===== src/rtl/fir_xifu_pkg.sv =====
// -----------------------------------------------------------------------------
// fir_xifu_pkg
// Shared types for the FIR XIFU pipeline.
// Contents:
//   - instruction encodings (INSTR_*), INSTR_NONE marks a bubble
//   - WB stage FSM states (wb_state_e)
//   - EX/WB register (ex2wb_t), forwarding bus (wb_fwd_t)
//   - WB outputs to core GPR (wb2core_t) and to XIFU regfile (wb2regfile_t)
//   - is_mem_instr() helper for the load/store class
// -----------------------------------------------------------------------------
package fir_xifu_pkg;

   localparam int unsigned XID_W = 4;

   typedef enum logic [1:0] {
      INSTR_NONE     = 2'd0,
      INSTR_XFIRDOTP = 2'd1,
      INSTR_XFIRLW   = 2'd2,
      INSTR_XFIRSW   = 2'd3
   } instr_e;

   typedef enum logic [1:0] {
      IDLE     = 2'd0,
      WAIT_MEM = 2'd1,
      RESULT   = 2'd2
   } wb_state_e;

   typedef struct packed {
      logic [31:0]      result;
      logic [4:0]       rs1;
      logic [4:0]       rs2;
      logic [4:0]       rd;
      instr_e           instr;
      logic [XID_W-1:0] id;
   } ex2wb_t;

   typedef struct packed {
      logic        we;
      logic [4:0]  rd;
      logic [31:0] result;
   } wb_fwd_t;

   typedef struct packed {
      logic [XID_W-1:0] id;
      logic             we;
      logic [4:0]       rd;
      logic [31:0]      data;
   } wb2core_t;

   typedef struct packed {
      logic        we;
      logic [4:0]  rd;
      logic [31:0] wdata;
   } wb2regfile_t;

   // Load/store instructions wait for the core LSU and write back an address.
   function automatic logic is_mem_instr(input instr_e instr);
      return (instr == INSTR_XFIRLW) || (instr == INSTR_XFIRSW);
   endfunction

endpackage


===== src/rtl/fir_xifu_wb.sv =====
// -----------------------------------------------------------------------------
// fir_xifu_wb
// Write-back stage of the FIR XIFU. Holds the instruction in ex2wb_i until the
// core accepts the XIF result, waits for the LSU response of load/store ops,
// and writes the XIFU register file / forwards to EX in the handshake cycle.
// Ports:
//   clk_i, rst_i (sync, active-high), clear_i (sync flush)
//   ex2wb_i                 EX/WB register, instr == INSTR_NONE is a bubble
//   mem_result_*_i          LSU response (valid, id, load data)
//   result_valid_o/ready_i  XIF result handshake, result_o payload
//   wb2regfile_o            XIFU regfile write port
//   wb_fwd_o                forwarding of the post-incremented address to EX
//   ready_o                 EX/WB register may advance this cycle
// -----------------------------------------------------------------------------
module fir_xifu_wb
   import fir_xifu_pkg::*;
#(
   parameter int unsigned X_ID_WIDTH = 4
) (
   input  logic                  clk_i,
   input  logic                  rst_i,
   input  logic                  clear_i,
   input  ex2wb_t                ex2wb_i,
   input  logic                  mem_result_valid_i,
   input  logic [X_ID_WIDTH-1:0] mem_result_id_i,
   input  logic [31:0]           mem_result_rdata_i,
   output logic                  result_valid_o,
   input  logic                  result_ready_i,
   output wb2core_t              result_o,
   output wb2regfile_t           wb2regfile_o,
   output wb_fwd_t               wb_fwd_o,
   output logic                  ready_o
);

   wb_state_e   state_q, state_d;
   logic [31:0] rdata_q, rdata_d;

   logic active_s;
   logic is_mem_s;
   logic mem_match_s;
   logic unused_rs2_s;

   // Outputs are suppressed in reset and in a flush cycle.
   assign active_s     = ~rst_i & ~clear_i;
   assign is_mem_s     = is_mem_instr(ex2wb_i.instr);
   assign mem_match_s  = mem_result_valid_i &
                         (mem_result_id_i == X_ID_WIDTH'(ex2wb_i.id));
   assign unused_rs2_s = ^ex2wb_i.rs2;

   // State and load-data capture registers.
   always_ff @(posedge clk_i) begin
      if (rst_i) begin
         state_q <= IDLE;
         rdata_q <= 32'd0;
      end else begin
         state_q <= state_d;
         rdata_q <= rdata_d;
      end
   end

   // Next-state logic; clear_i overrides every transition.
   always_comb begin
      state_d = state_q;
      rdata_d = rdata_q;
      if (clear_i) begin
         state_d = IDLE;
         rdata_d = 32'd0;
      end else begin
         case (state_q)
            IDLE: begin
               case (ex2wb_i.instr)
                  INSTR_XFIRDOTP: state_d = RESULT;
                  INSTR_XFIRLW:   state_d = WAIT_MEM;
                  INSTR_XFIRSW:   state_d = WAIT_MEM;
                  default:        state_d = IDLE;
               endcase
            end
            WAIT_MEM: begin
               // Responses for other ids belong to other instructions.
               if (mem_match_s) begin
                  rdata_d = mem_result_rdata_i;
                  state_d = RESULT;
               end else begin
                  state_d = WAIT_MEM;
               end
            end
            RESULT: begin
               if (result_ready_i) begin
                  state_d = IDLE;
               end else begin
                  state_d = RESULT;
               end
            end
            default: state_d = IDLE;
         endcase
      end
   end

   // Output muxes: result offer, handshake-cycle writes, forwarding, ready.
   always_comb begin
      result_valid_o = 1'b0;
      ready_o        = 1'b0;
      result_o       = '0;
      wb2regfile_o   = '0;
      wb_fwd_o       = '0;
      if (active_s) begin
         if (state_q == RESULT) begin
            result_valid_o = 1'b1;
            result_o.id    = ex2wb_i.id;
            // result_o depends only on the held EX/WB register, so it is
            // stable while the core stalls.
            if (is_mem_s) begin
               result_o.we   = 1'b1;
               result_o.rd   = ex2wb_i.rs1;
               result_o.data = ex2wb_i.result;
            end else begin
               result_o.we   = 1'b0;
               result_o.rd   = 5'd0;
               result_o.data = 32'd0;
            end
            if (result_ready_i) begin
               ready_o = 1'b1;
               case (ex2wb_i.instr)
                  INSTR_XFIRLW: begin
                     wb2regfile_o.we    = 1'b1;
                     wb2regfile_o.rd    = ex2wb_i.rd;
                     wb2regfile_o.wdata = rdata_q;
                  end
                  INSTR_XFIRDOTP: begin
                     wb2regfile_o.we    = 1'b1;
                     wb2regfile_o.rd    = ex2wb_i.rd;
                     wb2regfile_o.wdata = ex2wb_i.result;
                  end
                  default: wb2regfile_o = '0;
               endcase
               if (is_mem_s) begin
                  wb_fwd_o.we     = 1'b1;
                  wb_fwd_o.rd     = ex2wb_i.rs1;
                  wb_fwd_o.result = ex2wb_i.result;
               end else begin
                  wb_fwd_o = '0;
               end
            end else begin
               ready_o = 1'b0;
            end
         end else if (state_q == IDLE) begin
            // Bubbles drain immediately; real instructions wait for handshake.
            ready_o = (ex2wb_i.instr == INSTR_NONE);
         end else begin
            ready_o = 1'b0;
         end
      end else begin
         ready_o = 1'b0;
      end
   end

endmodule


===== config.mk =====
export PLATFORM = sky130hd
export DESIGN_NAME = fir_xifu_wb
export DESIGN_NICKNAME = d
export VERILOG_FILES = /design/src/rtl/fir_xifu_pkg.sv /design/src/rtl/fir_xifu_wb.sv
export SDC_FILE = /design/constraint.sdc
export NUM_CORES = 1
export LEC_CHECK = 0
export ABC_AREA = 1
export ABC_CLOCK_PERIOD_IN_PS = 2600
export BUFFER_PORTS_ARGS = -buffer_cell sky130_fd_sc_hd__buf_4
export CORE_ASPECT_RATIO = 1.5
export CORE_UTILIZATION = 30
export CTS_CLUSTER_DIAMETER = 50
export DETAILED_ROUTE_END_ITERATION = 6
export GPL_TIMING_DRIVEN = 0
export SETUP_SLACK_MARGIN = 0.4
export SYNTH_ARGS = -nofsm -noshare
export SYNTH_HDL_FRONTEND = slang
export SYNTH_SLANG_ARGS = --single-unit

===== constraint.sdc =====
create_clock -name clk_i -period 2.6 [get_ports clk_i]
set_input_delay 0.78 -clock clk_i [delete_from_list [all_inputs] [get_ports clk_i]]
set_output_delay 0.78 -clock clk_i [all_outputs]
set_load 0.01 [all_outputs]

# After elaboration in Yosys (flattened, before gate mapping)
# Index checks and enable logic that the tools add are counted.
# classes
n_reduce_logical	6
order_cmp	0
eq_ne	6
addsub	0
div_mod_pow	0
bitwise	4
n_shift	0
muxes	20
n_mul	0
# ops
operator	n
$mux 38	7
$mux 42	2
$pmux 38 s2	1
$eq 2x2->1 const B	3
$mux 1	6
$pmux 2 s3	1
$eq 2x1->1 const B	2
$eq 4x4->1	1
$logic_not 2->1	2
$mux 2	2
$pmux 2 s2	1
$reduce_or 2->1	2
$and 1x1->1	2
$not 1->1	2
$reduce_and 2->1	1
$logic_or 1x1->1	1
# word_totals
latchBits	0
out_inout_bits	120
n_memories	0
mem_bits_ro	0
ram_bits	0
register_bits	34
word_cells	38

# Longest topological paths before layout
# Gate-level depths: netlist of run 1.
# depth
word_depth	6
depth_mapped	9
mapped_depth_nobuf	8

# Worst setup path before layout of run 1
# OpenSTA, ideal clock, no wires.
# synth_path
kind	input to output
from	input ex2wb_i[4] (netlist name)
to	output wb_fwd_o[36] (netlist name)
cell_stages	8
slack_ns	-0.026
n_path_buf	2
arrival_ns	1.846
required_ns	1.820
cell_sequence	inv_1 > ha_1 > clkbuf_1 > nor2_1 > inv_1 > nand2_2 > clkbuf_1 > nor3_1
# synth_lines
item	line	rtl
start: declaration	fir_xifu_wb.sv:23	input ex2wb_t ex2wb_i,
end: declaration	fir_xifu_wb.sv:31	output wb_fwd_t wb_fwd_o,

==> results of run 1 <==
==> registers in the layout, indices dropped and copies added (netlist names) <==
register	cells
state_q	2
rdata_q	32
==> critical path, delay by kind of cell <==
family                     cells  cell delay (ns)
buffers and inverters          6             0.72
AOI/OAI and AO/OA              1             0.12
adders and majority gates      1             0.26
and+or+nand+nor                1             0.10
==> final cells by class <==
class | count | area [µm²]
inverters | 91 | 354
clock inverters | 2 | 12.5
well taps | 112 | 140
repair buffers | 246 | 2220
flip-flops and latches | 34 | 681
plain buffers | 37 | 383
multi-input cells | 358 | 2410
fillers | 793 | 2860
clock buffers | 6 | 139
==> logic make-up after synthesis <==
kind of cell / share of synthesized area
fa+ha+maj: 0.0221
buf+inv: 0.183
flops: 0.240
compound gates: 0.0626
simple gates: 0.492
==> metal layers <==
metal  routed length [µm]  track usage
met5                    0            0
met4                  154       0.0703
met3                  678       0.0361
met2                 7310        0.473
met1                 4430        0.242
==> stage by stage <==
| step | setup TNS [ns] | util | cells |
|---|---|---|---|
| 2_1_floorplan | 0 | - | 520 |
| 3_3_place_gp | -26.14 | 0.562 | 840 |
| 3_5_place_dp | -26.74 | 0.562 | 840 |
| 4_1_cts | -15.62 | 0.627 | 867 |
| 5_1_grt | -20.09 | 0.690 | 886 |
| 6_report | -13.49 | 0.690 | 886 |
==> layout by cell type, fill, tap and decap left out <==
cell / Yosys / final
buf_4: 3 / 193
nand2_1: 119 / 117
inv_1: 88 / 83
nor2_1: 122 / 78
buf_6: 2 / 42
nor3_4: 0 / 36
dfxtp_1: 34 / 34
nand4_1: 32 / 32
a21oi_2: 0 / 29
nor2_2: 3 / 26
nor2_4: 1 / 22
clkbuf_16: 0 / 14
buf_12: 0 / 11
clkbuf_4: 0 / 7
clkbuf_1: 18 / 5
inv_2: 3 / 4
buf_8: 0 / 4
buf_1: 4 / 4
inv_4: 0 / 3
a21oi_4: 0 / 3
buf_2: 10 / 3
ha_4: 0 / 3
nand2_2: 1 / 2
clkbuf_8: 0 / 2
clkbuf_2: 0 / 2
nand3_1: 2 / 2
a21oi_1: 34 / 2
ha_1: 5 / 2
buf_16: 0 / 2
clkinv_4: 0 / 1
nand2_4: 0 / 1
nand3_4: 0 / 1
nor3_2: 10 / 1
o211ai_1: 1 / 1
clkinv_2: 0 / 1
clkinvlp_4: 0 / 1
==> power groups by stage <==
stage | Clock, mW | Sequential, mW | Combinational, mW
2_1_floorplan | 0 | 0.536 | 0.179
3_3_place_gp | 0 | 0.537 | 0.335
3_5_place_dp | 0 | 0.537 | 0.340
4_1_cts | 0.615 | 0.525 | 0.367
5_1_grt | 0.640 | 0.525 | 0.437
6_report | 0.604 | 0.526 | 0.401
==> repair_timing <==
item / CTS / global route
setup buffers: 15 / 14
pin swaps: 8 / 5
gates cloned: 4 / 5
resized for setup: 52 / 82
setup endpoints to repair: 120 / 120
hold endpoints to repair: 0 / 0
==> how the worst min path moves through the flow <==
stage                            from           to  depth (start not counted)
after floorplan            rdata_q[0]   rdata_q[0]                          2
after global placement     rdata_q[3]   rdata_q[3]                          2
after detailed placement  rdata_q[10]  rdata_q[10]                          2
after CTS                  rdata_q[7]   rdata_q[7]                          2
after global routing       rdata_q[4]   rdata_q[4]                          2
final                     rdata_q[15]  rdata_q[15]                          2
==> flow_summary_export.csv, run 1 <==
group,metric,value,unit
floorplanning,io_pins,214,
synth,synth_edf_count,0,
drt,drc,0,
drt,wl_per_cell,14.2,µm
drt,totalWireLength,12.6,mm
run_status,violations,"setup timing",
pwr,clkPwrFrac,0.395,
pwr,peakVddDrop,0.234,mV
synth,async_flop_share,0,
worst_setup_path,arrival,1.98,ns
finish,design_area,0.00634,mm²
worst_setup_path,path_class,"primary input to output pin",
worst_setup_path,startpoint,"ex2wb_i[4]",
sta,worstMarginPinSlew,0.611,ns
worst_setup_path,r2r-start,"state_q[0]",
clock_tree,clkSinkCount,34,
worst_setup_path,crit_end,"wb2regfile_o[7]",
synth,synth.cells.most_frequent,"nor2_1, nand2_1, inv_1, a21oi_1, dfxtp_1",
drt,vias,4142,
sta,rsz0062_at_grt,"yes",
sta,timing.fmax,0.362,GHz
worst_setup_path,cp-end-kind,"output pin",
finish,layout-drive-gt1-share,0.535,
synth,avgSynthCellArea,5.45,µm²
synth,synth_top_area_frac,0.240,
finish,antenna_cells,0,
placement,place_ws,-0.321,ns
sta,slew_violations,0,
pwr,p_comb_frac,0.262,
pwr,p_total,1.53,mW
sta,holdWs,0.484,ns
placement,placed_area,0.00517,mm²
pwr,swShare,0.295,
worst_setup_path,cp_slowest_cell,"ha_4",
drt,first_pass_iters,5,
drt,viasPerCell,4.67,
clock_tree,clkLatencyLatePin,0.28,ns
clock_tree,htreeDepth,2,
worst_setup_path,critical_path.most_common_cell,"buf_4",
sta,period_minus_slack,2.76,ns
pwr,power.internal,1.08,mW
floorplanning,die_h,121,µm
placement,gp_congestion,0.810,
grt,grt_pass1_wl,18.2,mm
synth,yosys.area.top_type,"dfxtp_1",
synth,syn_inst,520,
sta,fin_skew,0.00396,ns
sta,fin_crit_sh,1.06,
synth,ys_ff_latch,34,
flow_run,maxCapViolCount,0,
finish,synthToLayoutAreaGrowth,124,%
sta,slew_headroom,0.593,
pwr,power_density,241,mW/mm²
drt,dr.first_iter.drc_count,164,
sta,fin_ws,-0.165,ns
floorplanning,initial_core_util,0.308,
clock_tree,postCtsHoldBufs,0,
placement,dpl.hpwl,9.36,mm
grt,grt_pass1_vias,3880,
synth,ys_warn_count,0,
worst_setup_path,critPathMaxFanout,5,
floorplanning,die_area,0.00986,mm²
worst_setup_path,rr_endpoint,"rdata_q[2]",
min_path,hold_path.class,"flop to flop",
grt,overflow,0,
worst_setup_path,crit_chain,"buf_8 > clkinv_4 > buf_4 > ha_4 > nand3_4 > clkbuf_16 > buf_12 > a21oi_2 > buf_4",
worst_setup_path,r2r_setup_slack,1.04,ns
floorplanning,die_w,81.4,µm
synth,synth_cell_type_count,21,
pwr,power_switching,0.452,mW
synth,synthesis.nets,619,
grt,grt_use_total,0.238,
run_status,outcome,"finished with violations",
pwr,p_leak,3.01,nW
worst_setup_path,critPathRequiredTime,1.82,ns
synth,synth_area,0.00284,mm²
clock_tree,clockBufferDepth,2,
sta,timing_hold_violations_final,0,
placement,io_buffer_count,208,
clock_tree,clockRootBuffer,"clkbuf_16",
synth,ys.flop_type,"dfxtp_1",
grt,antenna_found_initial,0,
finish,finalNetCount,872,
worst_setup_path,cp-start-kind,"primary input",
synth,ys_seq_area_frac,0.240,
clock_tree,tritoncts,"yes",
sta,setup_viol,114,
worst_setup_path,r2r.worst_path.cells,6,
clock_tree,cts_buffers,5,
floorplanning,fp-row-count,43,
pwr,power_frac_seq,0.343,
synth,synth_area_leaders,"dfxtp_1, nor2_1, nand2_1, inv_1, nand4_1",
floorplanning,core_area,0.00920,mm²
drt,postRouteAntennaNets,0,
worst_setup_path,cpPeakStageDelay,0.26,ns
synth,yosys.cell_count.top_type,"nor2_1",
grt,grt_max_degree,12,
clock_tree,clk_pin_slew_worst_paths,0.05,ns
Note: power is estimated with default switching activity, not from simulation.
==> inputs of run 2 (changes only) <==
--- a/config.mk
+++ b/config.mk
@@ -5,14 +5,17 @@
 export SDC_FILE = /design/constraint.sdc
 export NUM_CORES = 1
 export LEC_CHECK = 0
-export ABC_AREA = 1
+export ABC_AREA = 0
 export ABC_CLOCK_PERIOD_IN_PS = 2600
 export BUFFER_PORTS_ARGS = -buffer_cell sky130_fd_sc_hd__buf_4
 export CORE_ASPECT_RATIO = 1.5
 export CORE_UTILIZATION = 30
+export CTS_BUF_LIST = sky130_fd_sc_hd__clkbuf_4
 export CTS_CLUSTER_DIAMETER = 50
+export CTS_CLUSTER_SIZE = 16
 export DETAILED_ROUTE_END_ITERATION = 6
 export GPL_TIMING_DRIVEN = 0
+export PLACE_DENSITY = 0.65
 export SETUP_SLACK_MARGIN = 0.4
 export SYNTH_ARGS = -nofsm -noshare
 export SYNTH_HDL_FRONTEND = slang
==> run 2 against run 1 <==
The run still ends with setup timing left. Hold slack gained 0.0015 ns. Critical endpoint is now result_o[0]. Synthesized cell count shrank 32%. Critical path type unchanged. Clock skew is essentially flat. Highest routed layer unchanged. Flip-flop and latch count is the same. Global-route usage grew 5.5 points.
==> flow_summary_export.csv, run 2 <==
group,metric,value,unit
run_status,outcome,"finished with violations",
run_status,violations,"setup timing",
clock_tree,clkSinkCount,34,
sta,worstMarginPinSlew,0.585,ns
worst_setup_path,r2r_setup_slack,0.85,ns
drt,vias,3762,
finish,antenna_cells,0,
placement,place_ws,-0.486,ns
pwr,p_total,1.29,mW
drt,totalWireLength,13.1,mm
worst_setup_path,cp_slowest_cell,"nor4b_4",
synth,synth.cells.most_frequent,"and2_1, and3_1, nor2_1, dfxtp_1, nand3_1",
grt,grt_pass1_vias,3871,
worst_setup_path,crit_end,"result_o[0]",
synth,ys_ff_latch,34,
placement,dpl.hpwl,8.65,mm
placement,io_buffer_count,208,
grt,grt.met1_usage,0.309,
floorplanning,core_area,0.00806,mm²
finish,stdcell_count,708,
floorplanning,die_h,114,µm
synth,synth-simple-area-share,0.369,
drt,viasPerCell,5.31,
worst_setup_path,r2r-start,"state_q[0]",
sta,fin_crit_sh,1.10,
drt,drc,0,
placement,placed_area,0.00453,mm²
worst_setup_path,startpoint,"rst_i",
finish,design_area,0.00614,mm²
sta,slew_headroom,0.610,
grt,overflow,0,
worst_setup_path,critPathRequiredTime,1.82,ns
grt,grt_use_total,0.293,
worst_setup_path,cpPeakStageDelay,0.26,ns
drt,first_pass_iters,4,
pwr,peakVddDrop,0.199,mV
grt,antenna_found_initial,0,
worst_setup_path,critPathMaxFanout,7,
min_path,hold_path.class,"flop to flop",
flow_run,maxCapViolCount,0,
sta,slew_violations,0,
finish,largest-register,"rdata_q",
sta,setup_viol,118,
floorplanning,io_pins,214,
synth,synth_top_area_frac,0.270,
worst_setup_path,r2r.worst_path.cells,5,
clock_tree,htreeDepth,2,
synth,yosys.cell_count.top_type,"and2_1",
worst_setup_path,cp-start-kind,"primary input",
worst_setup_path,rr_endpoint,"rdata_q[3]",
grt,grt-busiest-layer,"met2",
finish,finalNetCount,701,
sta,timing_hold_violations_final,0,
finish,largestRegisters,"rdata_q x32, state_q x2",
clock_tree,clk_pin_slew_worst_paths,0.11,ns
finish,nFillCells,565,
floorplanning,die_w,76.9,µm
floorplanning,die_area,0.00878,mm²
sta,fin_skew,0.00426,ns
synth,synthAdderAreaFrac,0.0248,
finish,layout-drive-gt1-share,0.713,
sta,rsz0062_at_grt,"yes",
sta,period_minus_slack,2.86,ns
drt,postRouteAntennaNets,0,
grt,grt_pass1_wl,20.1,mm
clock_tree,clockRootBuffer,"clkbuf_4",
synth,synth_compound_area_frac,0.232,
worst_setup_path,path_class,"primary input to output pin",
clock_tree,postCtsHoldBufs,0,
grt,grt_max_degree,11,
clock_tree,tritoncts,"yes",
finish,final_util,0.763,
worst_setup_path,crit_chain,"buf_6 > nor4b_4 > buf_4 > o21a_4 > buf_12 > buf_12 > buf_16 > and2_4 > buf_6",
synth,synth_edf_count,0,
synth,synth-xor-area-share,0.0104,
synth,avgSynthCellArea,7.16,µm²
synth,ys.flop_type,"dfxtp_1",
sta,tns,-19.18,ns
floorplanning,initial_core_util,0.313,
synth,async_flop_share,0,
clock_tree,cts_buffers,5,
synth,ys_warn_count,0,
synth,synthesis.nets,451,
clock_tree,clockBufferDepth,2,
placement,dp.cells,665,
worst_setup_path,arrival,2.08,ns
synth,yosys.area.top_type,"dfxtp_1",
sta,holdWs,0.486,ns
synth,synth_area,0.00252,mm²
synth,syn_inst,352,
finish,synthToLayoutAreaGrowth,144,%
floorplanning,fp-row-count,40,
synth,synth_cell_type_count,27,
clock_tree,clkLatencyLatePin,0.35,ns
synth,synthMuxAreaShare,0.00794,
pwr,power_density,210,mW/mm²
drt,wl_per_cell,18.5,µm
synth,synth_area_leaders,"dfxtp_1, and2_1, a22oi_1, and3_1, nand3_1",
worst_setup_path,cp-end-kind,"output pin",
sta,timing.fmax,0.350,GHz
sta,fin_ws,-0.257,ns
pwr,p_leak,2.53,nW
grt,met2_usage,0.559,
synth,synth_top_family_by_area,"simple AND/OR/NAND/NOR gates",
finish,layout_common_cells,"buf_6, buf_4, and2_4",
placement,gp_congestion,0.873,
synth,ys_seq_area_frac,0.270,
grt,gr-usage-met3,0.0454,
finish,layout_commonest_cell,"buf_6",
drt,dr.first_iter.drc_count,215,
finish,largest_register_ffs,32,
-- run 2: cell types whose count changed after synthesis, moves of 9 or more --
cell | previous run | this run
a22oi_1 | 0 | 32
and2_1 | 0 | 48
and3_1 | 0 | 38
clkbuf_1 | 18 | 27
inv_1 | 88 | 4
nand2_1 | 119 | 0
nand3_1 | 2 | 34
nand4_1 | 32 | 0
nor2_1 | 122 | 36
nor3_1 | 27 | 2
nor3_2 | 10 | 0
o21ai_0 | 0 | 32
-- run 2: layout make-up --
type | instances | area (µm²) | area share
Inverter | 4 | 22.5 | 0.00367
Multi-Input combinational cell | 274 | 2350 | 0.382
Clock inverter | 1 | 30.0 | 0.00489
Clock buffer | 7 | 52.6 | 0.00855
Timing Repair Buffer | 243 | 2490 | 0.405
Tap cell | 105 | 131 | 0.0214
Sequential cell | 34 | 681 | 0.111
Buffer | 40 | 387 | 0.0629
-- run 2: worst min-delay path by stage --
stage	slack [ns]	depth (start not counted)	to	from
final	0.49	2	rdata_q[1]	rdata_q[1]
after floorplan	0.45	2	rdata_q[0]	rdata_q[0]
after global routing	0.52	2	rdata_q[20]	rdata_q[20]
after global placement	0.46	2	rdata_q[12]	rdata_q[12]
after detailed placement	0.47	2	rdata_q[2]	rdata_q[2]
after CTS	0.49	2	rdata_q[1]	rdata_q[1]
-- run 2: logic make-up (layout without fill, tap and decap cells) --
family / after synthesis / after routing
AND/OR/NAND/NOR: 166 / 166
AO/OA/AOI/OAI: 98 / 98
buffers and inverters: 44 / 295
flip-flops: 34 / 34
adder cells (fa/ha/maj): 5 / 5
XOR/XNOR: 3 / 3
multiplexers: 2 / 2
-- run 2: repair_timing --
item / 4_1_cts / 5_1_grt
pin swaps: 58 / 36
resized for setup: 250 / 30
cloned: 9 / 1
endpoints found under the setup margin: 120 / 120
buffers inserted: 20 / 5
-- run 2: critical path, delay by kind of cell --
kind / cells / cell delay, ns
buf+inv: 6 / 0.74
compound gates: 1 / 0.17
simple gates: 2 / 0.39
-- run 2: report_power, final --
| part | internal, mW | leakage [nW] | total [mW] | switching (mW) |
|---|---|---|---|---|
| Sequential | 0.522 | 0.274 | 0.525 | 0.00302 |
| Combinational | 0.170 | 2.21 | 0.351 | 0.180 |
| Clock | 0.225 | 0.0463 | 0.415 | 0.191 |
-- run 2: routing by layer --
| metal | up-vias | share of wire | routed length [µm] |
|---|---|---|---|
| met5 | - | 0 | 0 |
| met4 | 0 | 0.037 | 485 |
| met3 | 34 | 0.049 | 638 |
| met2 | 174 | 0.56 | 7360 |
| met1 | 1804 | 0.35 | 4640 |
| li1 | 1750 | - | - |
==> inputs of run 3 (changes only) <==
--- a/config.mk
+++ b/config.mk
@@ -8,12 +8,12 @@
 export ABC_AREA = 0
 export ABC_CLOCK_PERIOD_IN_PS = 2600
 export BUFFER_PORTS_ARGS = -buffer_cell sky130_fd_sc_hd__buf_4
-export CORE_ASPECT_RATIO = 1.5
 export CORE_UTILIZATION = 30
 export CTS_BUF_LIST = sky130_fd_sc_hd__clkbuf_4
 export CTS_CLUSTER_DIAMETER = 50
 export CTS_CLUSTER_SIZE = 16
 export DETAILED_ROUTE_END_ITERATION = 6
+export GPL_ROUTABILITY_DRIVEN = 0
 export GPL_TIMING_DRIVEN = 0
 export PLACE_DENSITY = 0.65
 export SETUP_SLACK_MARGIN = 0.4
==> run 3 against run 2 <==
The flow still finishes with violations (setup timing). Hold slack gained 0.0098 ns. Non-clock buffer count shrank 12. Via count shrank 3.6%. Clock skew grew 0.0021 ns. Wire length shrank 4.9%. Die area is essentially flat. Critical endpoint is now wb_fwd_o[32]. Total power shrank 9.5%. Clock power shrank 29%. Register-to-register slack gained 0.04 ns. Maximum frequency grew 1.0%.
==> flow_summary_export.csv, run 3 (synthesis results as in run 2) <==
group,metric,value,unit
run_status,outcome,"finished with violations",
run_status,violations,"setup timing",
worst_setup_path,rr_endpoint,"rdata_q[11]",
clock_tree,clkLatencyLatePin,0.33,ns
floorplanning,die_area,0.00877,mm²
drt,dr.first_iter.drc_count,110,
grt,grt_pass1_vias,3344,
floorplanning,io_pins,214,
clock_tree,clkSinkCount,34,
drt,wl_per_cell,17.9,µm
placement,io_buffer_count,208,
grt,grt_max_degree,11,
placement,dpl.hpwl,8.16,mm
floorplanning,die_w,93.7,µm
finish,antenna_cells,0,
worst_setup_path,r2r_setup_slack,0.89,ns
sta,setup_viol,117,
worst_setup_path,arrival,2.05,ns
finish,multi_input_area,0.00235,mm²
drt,drc,0,
grt,grt_use_total,0.254,
finish,layout_common_cells,"buf_4, buf_6, and2_4",
worst_setup_path,cp-start-kind,"primary input",
clock_tree,htreeDepth,2,
flow_run,maxCapViolCount,0,
sta,slew_violations,0,
finish,largest-register,"rdata_q",
clock_tree,postCtsHoldBufs,0,
sta,timing_hold_violations_final,0,
clock_tree,cts_buffers,5,
clock_tree,clockRootBuffer,"clkbuf_4",
finish,finalNetCount,690,
sta,slew_headroom,0.628,
grt,grt_pass1_wl,17.4,mm
clock_tree,clk_pin_slew_worst_paths,0.11,ns
worst_setup_path,r2r.worst_path.cells,5,
worst_setup_path,path_class,"primary input to output pin",
finish,synthToLayoutAreaGrowth,131,%
sta,period_minus_slack,2.83,ns
drt,postRouteAntennaNets,0,
floorplanning,core_area,0.00818,mm²
finish,nFillCells,634,
finish,largest_register_ffs,32,
drt,first_pass_iters,5,
sta,holdWs,0.496,ns
finish,layout-drive-gt1-share,0.711,
placement,place_ws,-0.405,ns
drt,vias,3628,
min_path,holdCritStartpoint,"rdata_q[14]",
min_path,hold-path-cell-count,2,
sta,timing.fmax,0.354,GHz
floorplanning,fp-row-count,33,
drt,viasPerCell,5.21,
sta,rsz0062_at_grt,"yes",
drt,totalWireLength,12.5,mm
floorplanning,die_h,93.7,µm
worst_setup_path,critPathMaxFanout,7,
grt,antenna_found_initial,0,
sta,fin_skew,0.00633,ns
finish,layout_commonest_cell,"buf_4",
worst_setup_path,cp-end-kind,"output pin",
sta,worstMarginPinSlew,0.558,ns
min_path,hold_path.class,"flop to flop",
floorplanning,initial_core_util,0.308,
worst_setup_path,r2r-start,"state_q[0]",
pwr,peakVddDrop,0.183,mV
finish,regArea,681,µm²
pwr,power_density,200,mW/mm²
sta,fin_ws,-0.227,ns
pwr,p_leak,2.40,nW
sta,fin_crit_sh,1.09,
clock_tree,tritoncts,"yes",
finish,largestRegisters,"rdata_q x32, state_q x2",
worst_setup_path,critPathRequiredTime,1.82,ns
grt,overflow,0,
min_path,hold_end,"rdata_q[14]",
clock_tree,clockBufferDepth,2,
-- run 3: cell count changes in the layout (fill, tap and decap cells not counted), moves of 5 or more --
cell / change
buf_6: -21
nor2_4: -6
buf_4: +16
nor2_2: +5
-- run 3: through the flow --
stage	instances	power, mW	setup TNS (ns)	cell area, µm²	util
3_3_place_gp	665	0.805	-37.18	4530	0.554
2_1_floorplan	352	0.639	-0.319	2830	-
3_5_place_dp	665	0.808	-38.62	4530	0.554
4_1_cts	687	1.12	-12.89	5230	0.639
6_report	697	1.17	-17.27	5830	0.713
5_1_grt	697	1.23	-23.17	5830	0.713
-- run 3: repair_timing --
item	in CTS	in global routing
pin swaps	26	58
setup endpoints to repair	120	120
buffers inserted	10	4
cloned	4	6
resized for setup	130	123
-- run 3: how the worst max path moves through the flow --
stage               startpoint          endpoint  slack, ns  depth (start not counted)
floorplan                rst_i      wb_fwd_o[26]      -0.02                          5
global placement         rst_i   wb2regfile_o[6]      -0.40                          6
detailed placement       rst_i  wb2regfile_o[32]      -0.40                          6
CTS                    clear_i  wb2regfile_o[15]      -0.15                          7
global route             rst_i      wb_fwd_o[32]      -0.27                          8
finish                   rst_i      wb_fwd_o[32]      -0.23                          8
-- run 3: layout make-up --
type | instances | area share
Clock inverter | 2 | 0.00150
Inverter | 4 | 0.00300
Clock buffer | 6 | 0.00772
Multi-Input combinational cell | 275 | 0.403
Timing Repair Buffer | 231 | 0.380
Buffer | 40 | 0.0654
Sequential cell | 34 | 0.117
Tap cell | 105 | 0.0225
-- run 3: critical path: stages --
cell	delay [ns]
buf_6	0.10
nor4b_4	0.26
buf_4	0.16
o21a_4	0.17
buf_12	0.16
clkbuf_16	0.15
and3_4	0.17
buf_6	0.10
-- run 3: where the power goes --
part	internal [mW]	switching, mW
Clock	0.112	0.182
Combinational	0.169	0.180
Sequential	0.522	0.00306
-- run 3: per-layer routing --
metal / up-vias / track usage / routed length, µm
met1: 1730 / 0.315 / 4990
li1: 1720 / - / -
met3: 10 / 0.0469 / 853
met5: - / 0 / 0
met4: 0 / 0.0372 / 110
met2: 168 / 0.463 / 6520
